==> src/rtl/refresh_timer.sv <==
// DRAM refresh demand generator: a prescaler raises one obligation per interval,
// obligations accumulate as debt and escalate to urgent by level or by age.
module refresh_timer #(
  parameter int INTERVAL    = 390,
  parameter int URGENT_AGE  = 250,
  parameter int URGENT_DEBT = 2,
  parameter int MAX_DEBT    = 7
) (
  input  logic       CLK,
  input  logic       nRESET,
  input  logic       RefAck,
  output logic       RefReq,
  output logic       RefUrgent,
  output logic       RefOverrun,
  output logic [3:0] RefDebt
);

  localparam int CW = $clog2(INTERVAL);
  localparam int AW = (URGENT_AGE < 1) ? 1 : $clog2(URGENT_AGE + 1);

  localparam logic [CW-1:0] TICK_AT     = CW'(INTERVAL - 1);
  localparam logic [AW-1:0] AGE_LIMIT   = AW'(URGENT_AGE);
  localparam logic [3:0]    DEBT_MAX    = 4'(MAX_DEBT);
  localparam logic [3:0]    DEBT_URGENT = 4'(URGENT_DEBT);

  logic [CW-1:0] cntReg;
  logic [AW-1:0] ageReg;
  logic [3:0]    debtReg;
  logic          ackQReg;
  logic          overrunReg;

  logic tick;
  logic ackRise;

  assign tick    = (cntReg == TICK_AT);
  assign ackRise = RefAck & ~ackQReg;

  // ackQReg resets high so an ack held across reset release is not a completion.
  always_ff @(posedge CLK) begin
    if (!nRESET) begin
      cntReg     <= '0;
      ageReg     <= '0;
      debtReg    <= '0;
      ackQReg    <= 1'b1;
      overrunReg <= 1'b0;
    end else begin
      ackQReg <= RefAck;
      cntReg  <= tick ? '0 : cntReg + 1'b1;

      // A tick coinciding with a retirement nets to zero and never overruns.
      if (tick && !ackRise) begin
        if (debtReg < DEBT_MAX) begin
          debtReg <= debtReg + 4'd1;
        end else begin
          overrunReg <= 1'b1;
        end
      end else if (!tick && ackRise && (debtReg != 4'd0)) begin
        debtReg <= debtReg - 4'd1;
      end

      if (ackRise || (debtReg == 4'd0)) begin
        ageReg <= '0;
      end else if (ageReg < AGE_LIMIT) begin
        ageReg <= ageReg + 1'b1;
      end
    end
  end

  assign RefReq     = (debtReg != 4'd0);
  assign RefUrgent  = (debtReg >= DEBT_URGENT) ||
                      ((debtReg != 4'd0) && (ageReg >= AGE_LIMIT));
  assign RefOverrun = overrunReg;
  assign RefDebt    = debtReg;

endmodule

==> config.mk <==
export PLATFORM = sky130hd
export DESIGN_NAME = refresh_timer
export DESIGN_NICKNAME = d
export VERILOG_FILES = /design/src/rtl/refresh_timer.sv
export SDC_FILE = /design/constraint.sdc
export NUM_CORES = 1
export LEC_CHECK = 0
export ABC_AREA = 0
export ABC_CLOCK_PERIOD_IN_PS = 3500
export CAP_MARGIN = 20
export CORE_MARGIN = 4
export CORE_UTILIZATION = 46
export CTS_CLUSTER_DIAMETER = 100
export DETAILED_ROUTE_END_ITERATION = 10
export PLACE_DENSITY_LB_ADDON = 0.3
export SLEW_MARGIN = 25
export SYNTH_ARGS = -nofsm -noshare
export SYNTH_HDL_FRONTEND = slang
export SYNTH_SLANG_ARGS = --single-unit
==> constraint.sdc <==
create_clock -name CLK -period 3.5 [get_ports CLK]
set_input_delay 0.7 -clock CLK [delete_from_list [all_inputs] [get_ports CLK]]
set_output_delay 0.7 -clock CLK [all_outputs]
set_load 0.005 [all_outputs]
==> out/qor.txt, run 1 <==
status - completed
Tot GR Track Use - 0.147
Initial Util - 0.483
diodes inserted - 0
Clock transition at path regs - 0.13 ns
Max Cap Violations - 0
met1 Track Usage GR - 0.174
final hold vios - 0
hpwl dp - 1.69 mm
fmax - 0.374 GHz
Detailed Route WL - 2.18 mm
unrepaired setup endpoints after global routing - false
Static Leakage - 0.504 nW
IO Port Bufs - 9
CTS tree - yes
initial drt markers - 11
top_reg_cell synth - dfxtp_1
Die Area - 3480 sq um
Arrival @ worst endpoint - 2.90 ns
Slew Limit Fails - 0
Rows - 18
# H-tree levels - 1
final period utilization - 0.763
Tmin final - 2.67 ns
Filler cells - 231
GRT Max-Usage Layer - met2
routed vias - 940
post_cts resized - 0
core area - 2480 sq um
synthesized cell area - 1200 sq um
Seq cells post-synth - 23
Post-synth EDFFs - 0
postcts setup bufs - 0
grt total ovfl - 0
pre-CTS WS - 0.525 ns
most frequent cells in the layout - dfxtp_1, nor2_1, nand2_1, xor2_1, clkdlybuf4s50_1
VDD IR max - 199 uV
synthesis warning total - 0
clock share of power - 0.306
Flop pwr share - 0.655
Die H - 59.0 um
clock insertion delay at the later pin of the skew report - 0.31 ns
Synthesized Nets - 138
Gate power share - 0.038
Psw - 0.0000966 W
Slew @ Worst Pin - 0.490 ns
first-pass GRT wire length - 3.95 mm
Pint - 0.000315 W
via density per instance - 5.53
Startpoint Class - input port
worst-case clock buffer depth - 2
DRC - 0
CTS root buffer - clkbuf_4
Final Skew - 0.00540 ns
crit-path max FO - 5
WL per Instance - 12.8 um
Routed Antenna Nets - 0
Setup TNS - 0 ns
DRT Pass-1 Iters - 4
# hold bufs at CTS - 0
Seq/Total Area, Yosys - 0.385
die width - 59.0 um
Syn Inst Count - 128
asr flop ratio synth - 0
Switching Share - 0.234
Placer Congestion - 0.758
crit path kind - in -> reg
GR Layer Usage met2 - 0.249
Nets - 151
Avg Cell Area, Syn - 9.34 sq um
vias in the first global route - 924
P&R area growth vs syn - 11.8%
GRT met3 Usage - 0.0283
worst endpoint required time - 3.73 ns
CTS Buf Count - 3
Setup-failing EPs final - 0
initial antenna violation count - 0
commonest non-fill, non-tap cell in the layout - dfxtp_1
I/O pin cnt - 10
Distinct cells, synth - 40
slew margin rel. - 0.672
worst hold path type - reg -> reg
fraction of layout cells with a size suffix above 1 - 0.129
Clock Sinks - 23
Final Worst Setup Slack - 0.828 ns
maximum number of pins on one net before global-route repair - 14
CP endpoint kind - register
Cell Pwr Density - 308 nW/um^2
worst max-delay path, stage by stage:
cell,delay [ns]
clkdlybuf4s50_1,0.48
or2b_2,0.36
nand2_1,0.15
ha_1,0.29
a21oi_1,0.25
nand2_1,0.11
or4_1,0.47
o311ai_1,0.09
cell type report:
cell class | count | area [sq um] | share of cell area
multi-input cells | 100 | 707 | 0.529
flip-flops and latches | 23 | 460 | 0.344
repair buffers | 9 | 90.1 | 0.0674
well taps | 30 | 37.5 | 0.0281
clock buffers | 3 | 22.5 | 0.0168
inverters | 4 | 15.0 | 0.0112
clock inverters | 1 | 5.00 | 0.00374
final timing paths:
path,startpoint,end,slack [ns],depth (start not counted)
setup reg to reg,cntReg[0],RefDebt[3],0.98,9
hold reg to reg,RefOverrun,RefOverrun,0.49,1
hold / removal,RefOverrun,RefOverrun,0.49,1
setup / recovery,RefAck,RefDebt[3],0.83,8
cell usage after synthesis (all sizes together), types with 2 or more instances:
library cell / instances / area (sq um)
a21oi: 7 / 35.0
nand3: 7 / 40.0
nand2: 13 / 48.8
a211oi: 2 / 20.0
nand4: 3 / 18.8
or2b: 2 / 17.5
nor3: 4 / 20.0
inv: 4 / 15.0
dfxtp: 23 / 460
mux2i: 2 / 20.0
xor2: 9 / 78.8
ha: 6 / 75.1
and3: 2 / 13.8
a31oi: 4 / 25.0
nor2: 14 / 52.6
and4: 4 / 37.5
o21ai: 2 / 10.0
xnor2: 3 / 26.3
cell families after synthesis:
family,after synthesis,share of synthesized area
XOR/XNOR,12,0.0879
buffers and inverters,5,0.0241
AO/OA/AOI/OAI,22,0.123
flip-flops,23,0.385
adder cells (fa/ha/maj),7,0.0795
AND/OR/NAND/NOR,57,0.283
multiplexers,2,0.0167
routing by layer:
metal / wire length, um / up-vias
met5: 0 / -
met4: 55 / 0
met3: 57 / 7
met2: 1030 / 16
met1: 1040 / 429
li1: - / 488
stage by stage:
stage	instances	hold slack [ns]	area [sq um]	utilization	power (W)
floorplan	128	0.433	1200	-	0.000286
global placement	166	0.451	1310	0.529	0.000291
detailed placement	166	0.459	1310	0.529	0.000292
CTS	170	0.491	1340	0.540	0.000416
global route	170	0.503	1340	0.540	0.000433
finish	170	0.485	1340	0.540	0.000412
flip-flops by register name, indices dropped and copies added (netlist names):
signal      flops
ageReg          8
cntReg          9
ackQReg         1
RefDebt         4
RefOverrun      1
power groups by stage:
stage,Sequential (W),Combinational [W],Clock [W]
6_report,0.000270,0.0000158,0.000126
5_1_grt,0.000271,0.0000185,0.000144
4_1_cts,0.000270,0.0000161,0.000130
3_5_place_dp,0.000276,0.0000159,0
3_3_place_gp,0.000276,0.0000151,0
2_1_floorplan,0.000274,0.0000119,0
(Power assumes the default switching activity.)
==> run 2: changes to the inputs <==
Settings changed: ABC_CLOCK_PERIOD_IN_PS 3500 to 2700.
Clock period 3.5 ns to 2.7 ns, I/O delays scaled along.
==> run 2 against run 1 <==
Net effect:
- global-route usage grew 1.3 points
- via count grew 1.8%
- clock power grew 27%
- worst setup slack lost 0.62 ns
- highest routed layer unchanged
- total power grew 29%
- critical path type is now reg -> reg
- flip-flop and latch count is the same
- clock skew grew 0.014 ns
- critical path depth grew 1
==> out/qor.txt, run 2 (same netlist as run 1, synthesis figures left out) <==
R2R setup slack - 0.21 ns (was 0.98 ns)
Slew Limit Fails - 0 (unchanged)
Reg with most FFs - cntReg (unchanged)
Tot GR Track Use - 0.159 (was 0.147)
Static Leakage - 0.514 nW (was 0.504 nW)
Die Area - 3480 sq um (unchanged)
status - completed (unchanged)
core area - 2480 sq um (unchanged)
# H-tree levels - 1 (unchanged)
final period utilization - 0.923
# hold bufs at CTS - 0 (unchanged)
Detailed Route WL - 2.45 mm (was 2.18 mm)
register area - 460 sq um (unchanged)
VDD IR max - 377 uV (was 199 uV)
crit path kind - reg -> reg (was in -> reg)
vias in the first global route - 943 (was 924)
Arrival @ worst endpoint - 2.71 ns (was 2.90 ns)
Rows - 18 (unchanged)
Tmin final - 2.49 ns
I/O pin cnt - 10 (unchanged)
slew margin rel. - 0.663 (was 0.672)
Clock transition at path regs - 0.14 ns (was 0.13 ns)
diodes inserted - 0 (unchanged)
CTS tree - yes (unchanged)
DRT Pass-1 Iters - 4 (unchanged)
worst hold path type - reg -> reg (unchanged)
pre-CTS WS - -0.0441 ns (was 0.525 ns)
Initial Util - 0.483 (unchanged)
Clock Sinks - 23 (unchanged)
unrepaired setup endpoints after global routing - false (unchanged)
Startpoint Class - register (was input port)
Final Worst Setup Slack - 0.207 ns (was 0.828 ns)
postcts setup bufs - 0 (unchanged)
most frequent cells in the layout - dfxtp_1, nor2_1, nand2_1, xor2_1, clkdlybuf4s50_1 (unchanged)
Nets - 154 (was 151)
clock insertion delay at the later pin of the skew report - 0.31 ns (about the same)
routed vias - 957 (was 940)
worst endpoint required time - 2.92 ns (was 3.73 ns)
DRC - 0 (unchanged)
IO Port Bufs - 9 (unchanged)
die width - 59.0 um (unchanged)
CTS Buf Count - 3 (unchanged)
fraction of layout cells with a size suffix above 1 - 0.140 (was 0.129)
worst-case clock buffer depth - 2 (unchanged)
P&R area growth vs syn - 13.6% (was 11.8%)
CP endpoint kind - register (unchanged)
fmax - 0.401 GHz
initial antenna violation count - 0 (unchanged)
hpwl dp - 1.83 mm (was 1.69 mm)
worst hold slack - 0.505 ns (was 0.485 ns)
Die H - 59.0 um (unchanged)
initial drt markers - 62 (was 11)
Final Skew - 0.0194 ns (was 0.00540 ns)
post_cts resized - 0 (unchanged)
Placer Congestion - 0.834 (was 0.758)
Max Cap Violations - 0 (unchanged)
post-layout util - 0.548 (was 0.540)
max reg flops - 9 (unchanged)
area occupied by multi-input gates - 707 sq um (unchanged)
CTS root buffer - clkbuf_4 (unchanged)
crit-path max FO - 6 (was 5)
Cell Pwr Density - 392 nW/um^2 (was 308 nW/um^2)
Routed Antenna Nets - 0 (unchanged)
WL per Instance - 14.1 um (was 12.8 um)
via density per instance - 5.53 (about the same)
maximum number of pins on one net before global-route repair - 13 (was 14)
first-pass GRT wire length - 4.33 mm (was 3.95 mm)
Slew @ Worst Pin - 0.503 ns (was 0.490 ns)
grt total ovfl - 0 (unchanged)
final hold vios - 0 (unchanged)
Setup-failing EPs final - 0 (unchanged)
commonest non-fill, non-tap cell in the layout - dfxtp_1 (unchanged)
Filler cells - 246 (was 231)
run 2: worst paths after layout:
kind	cells past startpoint	to	from
max	9	RefDebt[3]	cntReg[0]
min	1	RefOverrun	RefOverrun
max reg2reg	9	RefDebt[3]	cntReg[0]
min reg2reg	1	RefOverrun	RefOverrun
run 2: per-stage QoR:
stage	TNS, ns	power (W)	instances	area [sq um]
2_1_floorplan	0	0.000371	128	1200
3_3_place_gp	0	0.000379	169	1330
3_5_place_dp	-0.0441	0.000380	169	1330
4_1_cts	0	0.000540	173	1360
5_1_grt	0	0.000557	173	1360
6_report	0	0.000532	173	1360
run 2: layout make-up:
type                       instances  area share
tap                               30      0.0276
clock buffer                       4      0.0193
inverter                           4      0.0110
multi-input combinational        100       0.520
timing repair buffer              12      0.0829
sequential                        23       0.339
run 2: critical path: stages (launching register included):
cell	delay [ns]
dfxtp_1	0.45
ha_1	0.18
and4b_4	0.26
and2_4	0.16
nand2_1	0.11
ha_1	0.35
a21oi_1	0.22
nand2_1	0.11
or4_1	0.49
o311ai_1	0.10
run 2: per-layer routing:
metal	vias to the layer above	part of all wire	track usage
li1	501	-	-
met1	436	0.46	0.206
met4	0	0.0061	0.0291
met2	18	0.50	0.270
met5	-	0	0
met3	2	0.031	0.0392
run 2: report_power, final:
group	internal (W)	leakage, nW	switching (W)
logic	0.0000108	0.313	0.0000117
registers	0.000344	0.186	0.00000614
clock network	0.0000576	0.0150	0.000102
total	0.000412	0.514	0.000120
==> run 3: changes to the inputs <==
Settings changed: CAP_MARGIN 20 to default.
==> results of run 3 <==
Same layout as run 2: the final DEF is identical, and so are final timing and power.
